==> src/rtl/rv_pipe_pkg.sv <==
// Shared encodings for the RV32I pipeline: canonical NOP/EBREAK words,
// opcodes seen by fetch predecode, and the fetch FSM state type.
package rv_pipe_pkg;

  localparam logic [31:0] NOP       = 32'h0000_0013;
  localparam logic [31:0] EBREAK    = 32'h0010_0073;
  localparam logic [6:0]  OP_JAL    = 7'b1101111;
  localparam logic [6:0]  OP_BRANCH = 7'b1100011;

  typedef enum logic {
    ST_RUN  = 1'b0,
    ST_HALT = 1'b1
  } if_state_e;

endpackage

==> src/rtl/pipe_if_predecode.sv <==
// Static BTFN predecode for the fetch stage (module if_predecode).
// Only compiled when PIPE_IF_BTFN_EN is defined.
`ifdef PIPE_IF_BTFN_EN
module if_predecode
  import rv_pipe_pkg::*;
(
  input  logic [31:0] instr,
  input  logic [31:0] pc,
  output logic        pred_taken,
  output logic [31:0] target
);

  logic signed [31:0] imm_j;
  logic signed [31:0] imm_b;

  assign imm_j = {{12{instr[31]}}, instr[19:12], instr[20], instr[30:21], 1'b0};
  assign imm_b = {{20{instr[31]}}, instr[7], instr[30:25], instr[11:8], 1'b0};

  always_comb begin
    pred_taken = 1'b0;
    target     = pc + 32'd4;
    if (instr[6:0] == OP_JAL) begin
      pred_taken = 1'b1;
      target     = pc + $unsigned(imm_j);
    end else if (instr[6:0] == OP_BRANCH && instr[31]) begin
      // Sign bit set means a backward branch: predict taken.
      pred_taken = 1'b1;
      target     = pc + $unsigned(imm_b);
    end
  end

endmodule
`endif

==> src/rtl/pipe_if.sv <==
// RV32I instruction-fetch stage: PC register, IF/ID register, RUN/HALT FSM.
// Define PIPE_IF_BTFN_EN to enable static backward-taken branch prediction.
module pipe_if
  import rv_pipe_pkg::*;
#(
  parameter logic [31:0] RESET_PC       = 32'h0000_0000,
  parameter bit          HALT_ON_EBREAK = 1'b1
) (
  input  logic        clk,
  input  logic        rst,
  input  logic        stall,
  input  logic        redirect_valid,
  input  logic [31:0] redirect_pc,
  output logic [31:0] imem_addr,
  input  logic [31:0] imem_rdata,
  output logic        if_id_valid,
  output logic [31:0] if_id_pc,
  output logic [31:0] if_id_instr,
  output logic        if_id_pred_taken,
  output logic        halted,
  output logic [31:0] fetch_count
);

  if_state_e   state, state_nxt;
  logic [31:0] pc_p0;
  logic        vld_p1;
  logic [31:0] pc_p1;
  logic [31:0] instr_p1;
  logic        pred_p1;
  logic [31:0] count;
  logic [31:0] next_pc;
  logic        pred;
  logic        is_ebreak;

`ifdef PIPE_IF_BTFN_EN
  if_predecode u_predecode (
    .instr      (imem_rdata),
    .pc         (pc_p0),
    .pred_taken (pred),
    .target     (next_pc)
  );
`else
  assign pred    = 1'b0;
  assign next_pc = pc_p0 + 32'd4;
`endif

  assign is_ebreak = HALT_ON_EBREAK && (imem_rdata == EBREAK);

  always_comb begin
    state_nxt = state;
    if (redirect_valid) begin
      state_nxt = ST_RUN;
    end else if (state == ST_RUN && !stall && is_ebreak) begin
      state_nxt = ST_HALT;
    end
  end

  always_ff @(posedge clk) begin
    if (rst) state <= ST_RUN;
    else     state <= state_nxt;
  end

  // Stage p0 -> p1: PC update and IF/ID register load
  always_ff @(posedge clk) begin
    if (rst) begin
      pc_p0    <= RESET_PC;
      vld_p1   <= 1'b0;
      pc_p1    <= 32'd0;
      instr_p1 <= NOP;
      pred_p1  <= 1'b0;
      count    <= 32'd0;
    end else if (redirect_valid) begin
      pc_p0    <= {redirect_pc[31:2], 2'b00};
      vld_p1   <= 1'b0;
      instr_p1 <= NOP;
      pred_p1  <= 1'b0;
    end else if (state == ST_HALT) begin
      // Stall keeps the EBREAK visible to ID; otherwise drain with bubbles.
      if (!stall) begin
        vld_p1   <= 1'b0;
        instr_p1 <= NOP;
        pred_p1  <= 1'b0;
      end
    end else if (!stall) begin
      vld_p1   <= 1'b1;
      pc_p1    <= pc_p0;
      instr_p1 <= imem_rdata;
      pred_p1  <= pred;
      count    <= count + 32'd1;
      if (!is_ebreak) pc_p0 <= next_pc;
    end
  end

  assign imem_addr        = pc_p0;
  assign if_id_valid      = vld_p1;
  assign if_id_pc         = pc_p1;
  assign if_id_instr      = instr_p1;
  assign if_id_pred_taken = pred_p1;
  assign halted           = (state == ST_HALT);
  assign fetch_count      = count;

endmodule

==> config.mk <==
export PLATFORM = sky130hd
export DESIGN_NAME = pipe_if
export DESIGN_NICKNAME = d
export VERILOG_FILES = /design/src/rtl/rv_pipe_pkg.sv /design/src/rtl/pipe_if_predecode.sv /design/src/rtl/pipe_if.sv
export SDC_FILE = /design/constraint.sdc
export NUM_CORES = 1
export LEC_CHECK = 0
export CORE_MARGIN = 1
export CORE_UTILIZATION = 45
export DETAILED_ROUTE_END_ITERATION = 6
export PLACE_DENSITY_LB_ADDON = 0.12
export RECOVER_POWER = 100
export SETUP_SLACK_MARGIN = 0.2
export SLEW_MARGIN = 40
export SYNTH_ARGS = -nofsm -noshare
export SYNTH_HDL_FRONTEND = slang
export SYNTH_HIERARCHICAL = 1
export SYNTH_SLANG_ARGS = --single-unit
==> constraint.sdc <==
create_clock -name clk -period 3 [get_ports clk]
set_input_delay 0.9 -clock clk [delete_from_list [all_inputs] [get_ports clk]]
set_output_delay 0.9 -clock clk [all_outputs]
set_load 0.01 [all_outputs]
Yosys cells after proc, flatten, opt, wreduce, memory -nomap -nowiden
Cells that the tools add are included.

Bits in registers: 130. Latch bits: 0. Bits in writable memories: 0. Memory bits (read-only): 0. Input bits: 68. Output and inout bits: 131. Word-level logic and storage cells: 34. Memories kept: 0.

Add/subtract/negate cells: 2. Multipliers: 0. Divide/modulo/power cells: 0. Order comparisons: 0. Equal/unequal tests: 4. Shift operators: 0. Muxes and demuxes: 10. Bitwise gates (word level): 4. Reductions and logical operators: 7.

Operators with widths (count): 2-to-1 mux 32 bit (7); adder 32 x 1 -> 32 bit (second input constant) (1); adder 32 x 3 -> 32 bit (second input constant) (1); == test 32 x 21 -> 1 bit (second input constant) (1); AND reduction 3 bit (3); != test 2 bit (second input constant) (2); NOT 1 bit (4); 2-to-1 mux 1 bit (3); logical AND 1 bit (2); != test 2 x 1 -> 1 bit (second input constant) (1); OR reduction 2 bit (1); zero test 1 bit (1).

Longest topological paths before layout
Gate-level depths: netlist (run 1).

Depth after elaboration: 5. Gate-level depth with buffers: 8. Depth with buffers taken out: 6.

Least setup slack after synthesis (run 1)
No wires, ideal clock.

Path kind: in2reg. From: input imem_rdata[13]. To: register pc_p0[22], in the netlist imem_addr[22]. Library setup time: 0.100 ns. Data arrival time: 2.482 ns. Data required time: 2.900 ns. Setup slack: 0.419 ns. Stages on the path: 6. Buffers on the path: 1. Path through: or4_1 > nor4_4 > and2_1 > buf_4 > nor4b_1 > a2111oi_4.

Cells in the longest elaborated chain, start to end: 3.

RTL lines: from (decl) (line pipe_if.sv:15) `input logic [31:0] imem_rdata,`; == test 32 x 21 -> 1 bit (line pipe_if.sv:47) `assign is_ebreak = HALT_ON_EBREAK && (imem_rdata == EBREAK);`; != test 2 bit (no line); AND reduction 3 bit (no line); to (signal assigned) (line pipe_if.sv:73) `pc_p0 <= {redirect_pc[31:2], 2'b00};`; to (signal assigned) (line pipe_if.sv:90) `if (!is_ebreak) pc_p0 <= next_pc;`; to (decl) (line pipe_if.sv:25) `logic [31:0] pc_p0;`.

No other way between the ends. A chain may end at the register's enable or synchronous reset.

Worst setup path after layout (run 1)
From: input imem_rdata[13]. To: register pc_p0[6], in the netlist imem_addr[6].

The elaborated chain is that of the path after synthesis.

==> reports/qor.csv, run 1 <==
metric,value,unit
drive_gt1_share,8.14,%
worstHoldStart,if_id_pc[15],
grt_pass1_wl,27900,um
syn_inst,679,
timing.rr.start,imem_addr[2],
clock_sinks,126,
htree_levels,4,
cts_max_path_buffers,2,
syn_area,5660,sq um
worstHoldEndpoint,if_id_pc[15],
clk_latency,420,ps
avgSynthCellArea,8.34,sq um
via_per_inst,5.53,
path_max_fanout,3,
synth-seq-cells,126,
synth-edff-count,0,
vias,5815,
end_kind,register,
setup_viol,0,
dieArea,13000,sq um
relSlewSlack,7.11,%
drt-total-wl,17300,um
setup_tns,0,ps
ys_seq_area_share,44.5,%
crit_chain,clkdlybuf4s50_1 > or4_4 > nor4_4 > buf_4 > clkbuf_1 > a21oi_1 > xnor2_1 > a211oi_1,
nFillCells,1018,
crit_slowest_cell,or4_4,
power_density,517,nW/um^2
vdd_drop_max,0.000346,V
crit_arrival,3130,ps
io_buffers,191,
synthTopCellsByArea,"dfxtp_1 45%, nand2_1 6.2%, nor2_1 5.7%",
final_cell_mix,"126 x dfxtp_1, 126 x dlygate4sd3_1, 93 x nand2_1",
hold_depth,2,
synth_top_area_share,44.5,%
wl_per_cell,16.5,um
start_kind,input pin,
stdcell_area,8450,sq um
area_growth,49.1,%
fin_crit_sh,93.4,%
die_y,114,um
r2r-end,imem_addr[28],
ant_nets,0,
crit_type,in -> reg,
drtIter0Drc,534,
max_freq,357,MHz
cts.clk_slew.worst_paths,60,ps
numCtsBuffers,17,
hold_path_class,reg -> reg,
ys_async_sr_fraction,0,%
ys_warn_count,6,
synth_ff_type,dfxtp_1,
yosysTopAreaCell,dfxtp_1,
worstMarginPinSlew,1390,ps
ff2ff_setup_slack,760,ps
die_w,114,um
cts_tree,done,
globalplace.congestion,0.826,
slew_viol_final,0,
p_leak,3.28,nW
timing.final.crit_period,2800,ps
grt_pass1_vias,5692,
max_stage_delay,560,ps
grtUsageTotal,27.3,%
synth.distinct_cells,53,
grt_max_degree,84,
required,3330,ps
cts_hold_buf,0,
cts_root_buf,clkbuf_16,
grt_overflow_total,0,
initial_core_util,46.6,%
grt_antenna_before_repair,1,
rows,40,
hold_violations,0,
core,12200,sq um
drc,0,
holdWs,451,ps
placed_cell_area,7850,sq um
fin_worst_skew,13.2,ps
rsz0062_at_grt,true,
ioPinCount,199,
total_power,0.00437,W
dr.pass1.iters,5,
nets,941,
status,"complete, no violations",
maxCapViolations,0,
rr_worst_depth,6,
n_antenna_cell,0,
dp_hpwl,12000,um
## critical path: cells and delay by family
family                 cells  cell delay, ps
AND/OR/NAND/NOR            2             940
buffers and inverters      3             800
AO/OA/AOI/OAI              2             370
XOR/XNOR                   1             130
## state kept, by name (all words and copies together), names as in the netlist
register     cells
halted           1
if_id_instr     32
if_id_valid      1
if_id_pc        30
fetch_count     32
imem_addr       30
## metal layers
layer / track usage [%] / wire length (um) / up-vias
li1: - / - / 2809
met1: 32.5 / 7260 / 2740
met2: 45.1 / 8350 / 234
met3: 9.11 / 1310 / 30
met4: 11.6 / 374 / 2
met5: 0 / 14 / -
## kinds of logic after synthesis
| group | Yosys count | synth area share [%] |
|---|---|---|
| DFF | 126 | 44.5 |
| AOI/OAI and AO/OA | 131 | 16.2 |
| other | 1 | 0.0662 |
| buffers and inverters | 67 | 5.10 |
| and+or+nand+nor | 312 | 27.3 |
| adders and majority gates | 2 | 0.442 |
| xor gates and xnor gates | 34 | 5.26 |
| muxes | 6 | 1.08 |
## Yosys cell counts (4+ instances only)
library cell	n
or3_1	4
buf_2	6
nor2_1	86
nand4_1	16
a211oi_1	12
nor3_1	13
mux2i_1	5
nand3_1	24
a22oi_1	29
inv_1	10
a21oi_1	40
xnor2_1	31
and3_1	11
clkbuf_1	42
a2111oi_0	6
nor4_1	22
and4_1	12
a311oi_1	8
nor4b_1	6
nor2b_1	6
or4_1	4
nand2_1	93
dfxtp_1	126
buf_4	6
o21ai_0	12
## worst max-delay path by stage
stage	startpoint	end	slack [ps]
finish	imem_rdata[13]	imem_addr[6]	200
floorplan	imem_rdata[13]	imem_addr[22]	420
detailed placement	imem_rdata[13]	imem_addr[19]	-270
global route	stall	fetch_count[27]	100
CTS	imem_rdata[13]	imem_addr[19]	200
global placement	imem_rdata[13]	imem_addr[21]	-230
## timing repair
| item | CTS | global route |
|---|---|---|
| resized for setup | 2 | 6 |
| setup endpoints to repair | 4 | 20 |
| pin swaps | 2 | 5 |
| setup buffers | 0 | 0 |
| hold endpoints to repair | 0 | 0 |
## through the flow
stage,setup WS (ps),utilization (%),std cells
floorplan,419,-,683
CTS,202,69.7,1052
finish,198,69.4,1052
global route,98.9,69.4,1052
detailed placement,-267,64.5,1020
global placement,-231,64.5,1020
## where the power goes
part	leakage, nW	internal [W]	switching, W	total, W
clock	0.301	0.00139	0.000749	0.00213
combinational	1.95	0.000227	0.000210	0.000436
sequential	1.03	0.00173	0.0000648	0.00180
## area by class of cell
class / count / area [sq um] / area share, %
multi-input cells: 490 / 2870 / 34.0
flip-flops and latches: 126 / 2520 / 29.9
repair buffers: 226 / 2190 / 25.9
clock buffers: 21 / 480 / 5.69
well taps: 168 / 210 / 2.49
clock inverters: 11 / 138 / 1.63
inverters: 10 / 37.5 / 0.444
Power figures use the tool's default switching activity.
==> inputs of run 2 (changes only) <==
CORE_MARGIN = 8   (was 1)
==> run 2 against run 1 <==
Effect of this change: register-to-register slack barely moved; design area fell by 0.21%; maximum frequency fell by 1.5%; cell count barely moved; largest cell class unchanged; highest routed layer is now met4.
==> reports/qor.csv, run 2 (synthesis results as in run 1) <==
metric,value,unit,change
cts.clk_slew.worst_paths,50,ps,about the same
relSlewSlack,49.0,%,+42 points
globalplace.congestion,0.856,,+3.6%
hold_path_class,reg -> reg,,
vias,5913,,+1.7%
worstMarginPinSlew,745,ps,-648 ps
max_freq,352,MHz,-1.5%
start_kind,input pin,,
dieArea,16400,sq um,+26%
hold_violations,0,,unchanged
timing.final.crit_period,2840,ps,+42.5 ps
path_max_fanout,11,,+8
required,3300,ps,-30 ps
critical_path.top_delay_family,simple AND/OR/NAND/NOR gates,,
max_stage_delay,560,ps,about the same
crit_chain,clkdlybuf4s50_1 > or4_4 > nor4_4 > clkbuf_1 > buf_8 > a211oi_2 > a2111oi_1,,
comb_power_share,9.9,%,about the same
p_leak,3.26,nW,-0.67%
cts_tree,done,,
cts_root_buf,clkbuf_16,,
grt_overflow_total,0,,unchanged
maxCapViolations,0,,unchanged
drtIter0Drc,496,,-7.1%
ioPinCount,199,,unchanged
ant_nets,0,,unchanged
seqPwrFrac,40.5,%,-0.6 points
final_common_cell,dlygate4sd3_1,,
rsz0062_at_grt,true,,
area_growth,48.8,%,
stdcell_count,1053,,+0.095%
final_cell_mix,"128 x dlygate4sd3_1, 126 x dfxtp_1, 92 x nand2_1",,
swShare,23.1,%,-0.38 points
power_density,526,nW/um^2,+1.7%
cts_max_path_buffers,2,,unchanged
core,12500,sq um,+2.5%
grt_max_degree,84,,unchanged
htree_levels,4,,unchanged
dp_hpwl,13300,um,+11%
die_y,128,um,+12%
clk_latency,410,ps,about the same
grt_pass1_vias,5870,,+3.1%
nets,936,,-0.53%
switchingPower,0.00102,W,-0.17%
dr.pass1.iters,5,,unchanged
rows,41,,+2.5%
slew_viol_final,0,,unchanged
grtUsageTotal,22.5,%,-4.9 points
dp_slack,-324,ps,-56.8 ps
crit_type,in -> reg,,
drc,0,,unchanged
pwr-share-clk,49.6,%,+0.7 points
die_w,128,um,+12%
vdd_drop_max,0.000387,V,+12%
grt_pass1_wl,29600,um,+6.0%
layout_setup_ws,155,ps,-42.5 ps
via_per_inst,5.62,,+1.6%
dp_cells,1019,,-0.098%
crit_slowest_cell,or4_4,,
crit_buf_inv,3,,unchanged
numCtsBuffers,17,,unchanged
setup_viol,0,,unchanged
grt_antenna_before_repair,1,,unchanged
status,"complete, no violations",,
total_power,0.00443,W,+1.5%
drive_gt1_share,8.08,%,-0.067 points
postLayoutCoreUtil,67.6,%,-1.8 points
drt-total-wl,18500,um,+7.1%
initial_core_util,45.4,%,-1.1 points
fin_crit_sh,94.8,%,+1.4 points
io_buffers,191,,unchanged
end_kind,register,,
crit_arrival,3140,ps,about the same
internal_power,0.00341,W,+2.0%
clock_sinks,126,,unchanged
fin_worst_skew,5.81,ps,-7.35 ps
wl_per_cell,17.6,um,+7.0%
==> run 2: per-layer routing <==
metal	vias up	wire, um	global-route usage [%]
li1	2807	-	-
met1	2837	7420	25.4
met2	238	8760	36.3
met3	31	2040	9.98
met4	0	331	8.88
met5	-	0	0
==> run 2: area by class of cell <==
cell class / instances / area (sq um)
fill: 1063 / 4040
multi-input combinational: 490 / 2880
sequential: 126 / 2520
timing repair buffer: 221 / 2130
clock buffer: 22 / 474
tap: 172 / 215
clock inverter: 10 / 160
inverter: 10 / 37.5
antenna: 2 / 5.00
==> run 2: worst paths after layout <==
kind / slack [ps] / start / end / depth (start not counted)
worst min register to register: 450 / if_id_pc[19] / if_id_pc[19] / 2
worst max register to register: 760 / imem_addr[2] / imem_addr[28] / 6
worst max-delay path: 160 / imem_rdata[14] / imem_addr[19] / 7
worst min-delay path: 450 / if_id_pc[19] / if_id_pc[19] / 2
==> run 2: timing repair <==
action / CTS / global route
resized for setup: 3 / 9
hold buffers: 0 / 0
setup buffers: 0 / 0
pin swaps: 3 / 5
setup endpoints to repair: 14 / 23
==> run 2: power by group through the flow <==
stage / logic (W) / registers, W / clock network [W]
6_report: 0.000438 / 0.00180 / 0.00220
3_5_place_dp: 0.000460 / 0.00183 / 0
5_1_grt: 0.000477 / 0.00181 / 0.00231
4_1_cts: 0.000463 / 0.00180 / 0.00223
2_1_floorplan: 0.000176 / 0.00184 / 0
3_3_place_gp: 0.000451 / 0.00183 / 0
==> run 2: stage by stage <==
| step | hold slack [ps] | area, sq um | setup TNS (ps) |
|---|---|---|---|
| 2_1_floorplan | 481 | 5680 | 0 |
| 3_3_place_gp | 442 | 7800 | -4210 |
| 3_5_place_dp | 448 | 7800 | -6720 |
| 4_1_cts | 456 | 8450 | 0 |
| 5_1_grt | 465 | 8430 | 0 |
| 6_report | 449 | 8430 | 0 |
==> run 2: worst register-to-register path: stages, from the launching register on <==
cell       delay [ps]
dfxtp_1           440
ha_1              200
and2_0            330
nand3_1           150
a2111oi_0         670
mux2i_1           270
nor3_1             60
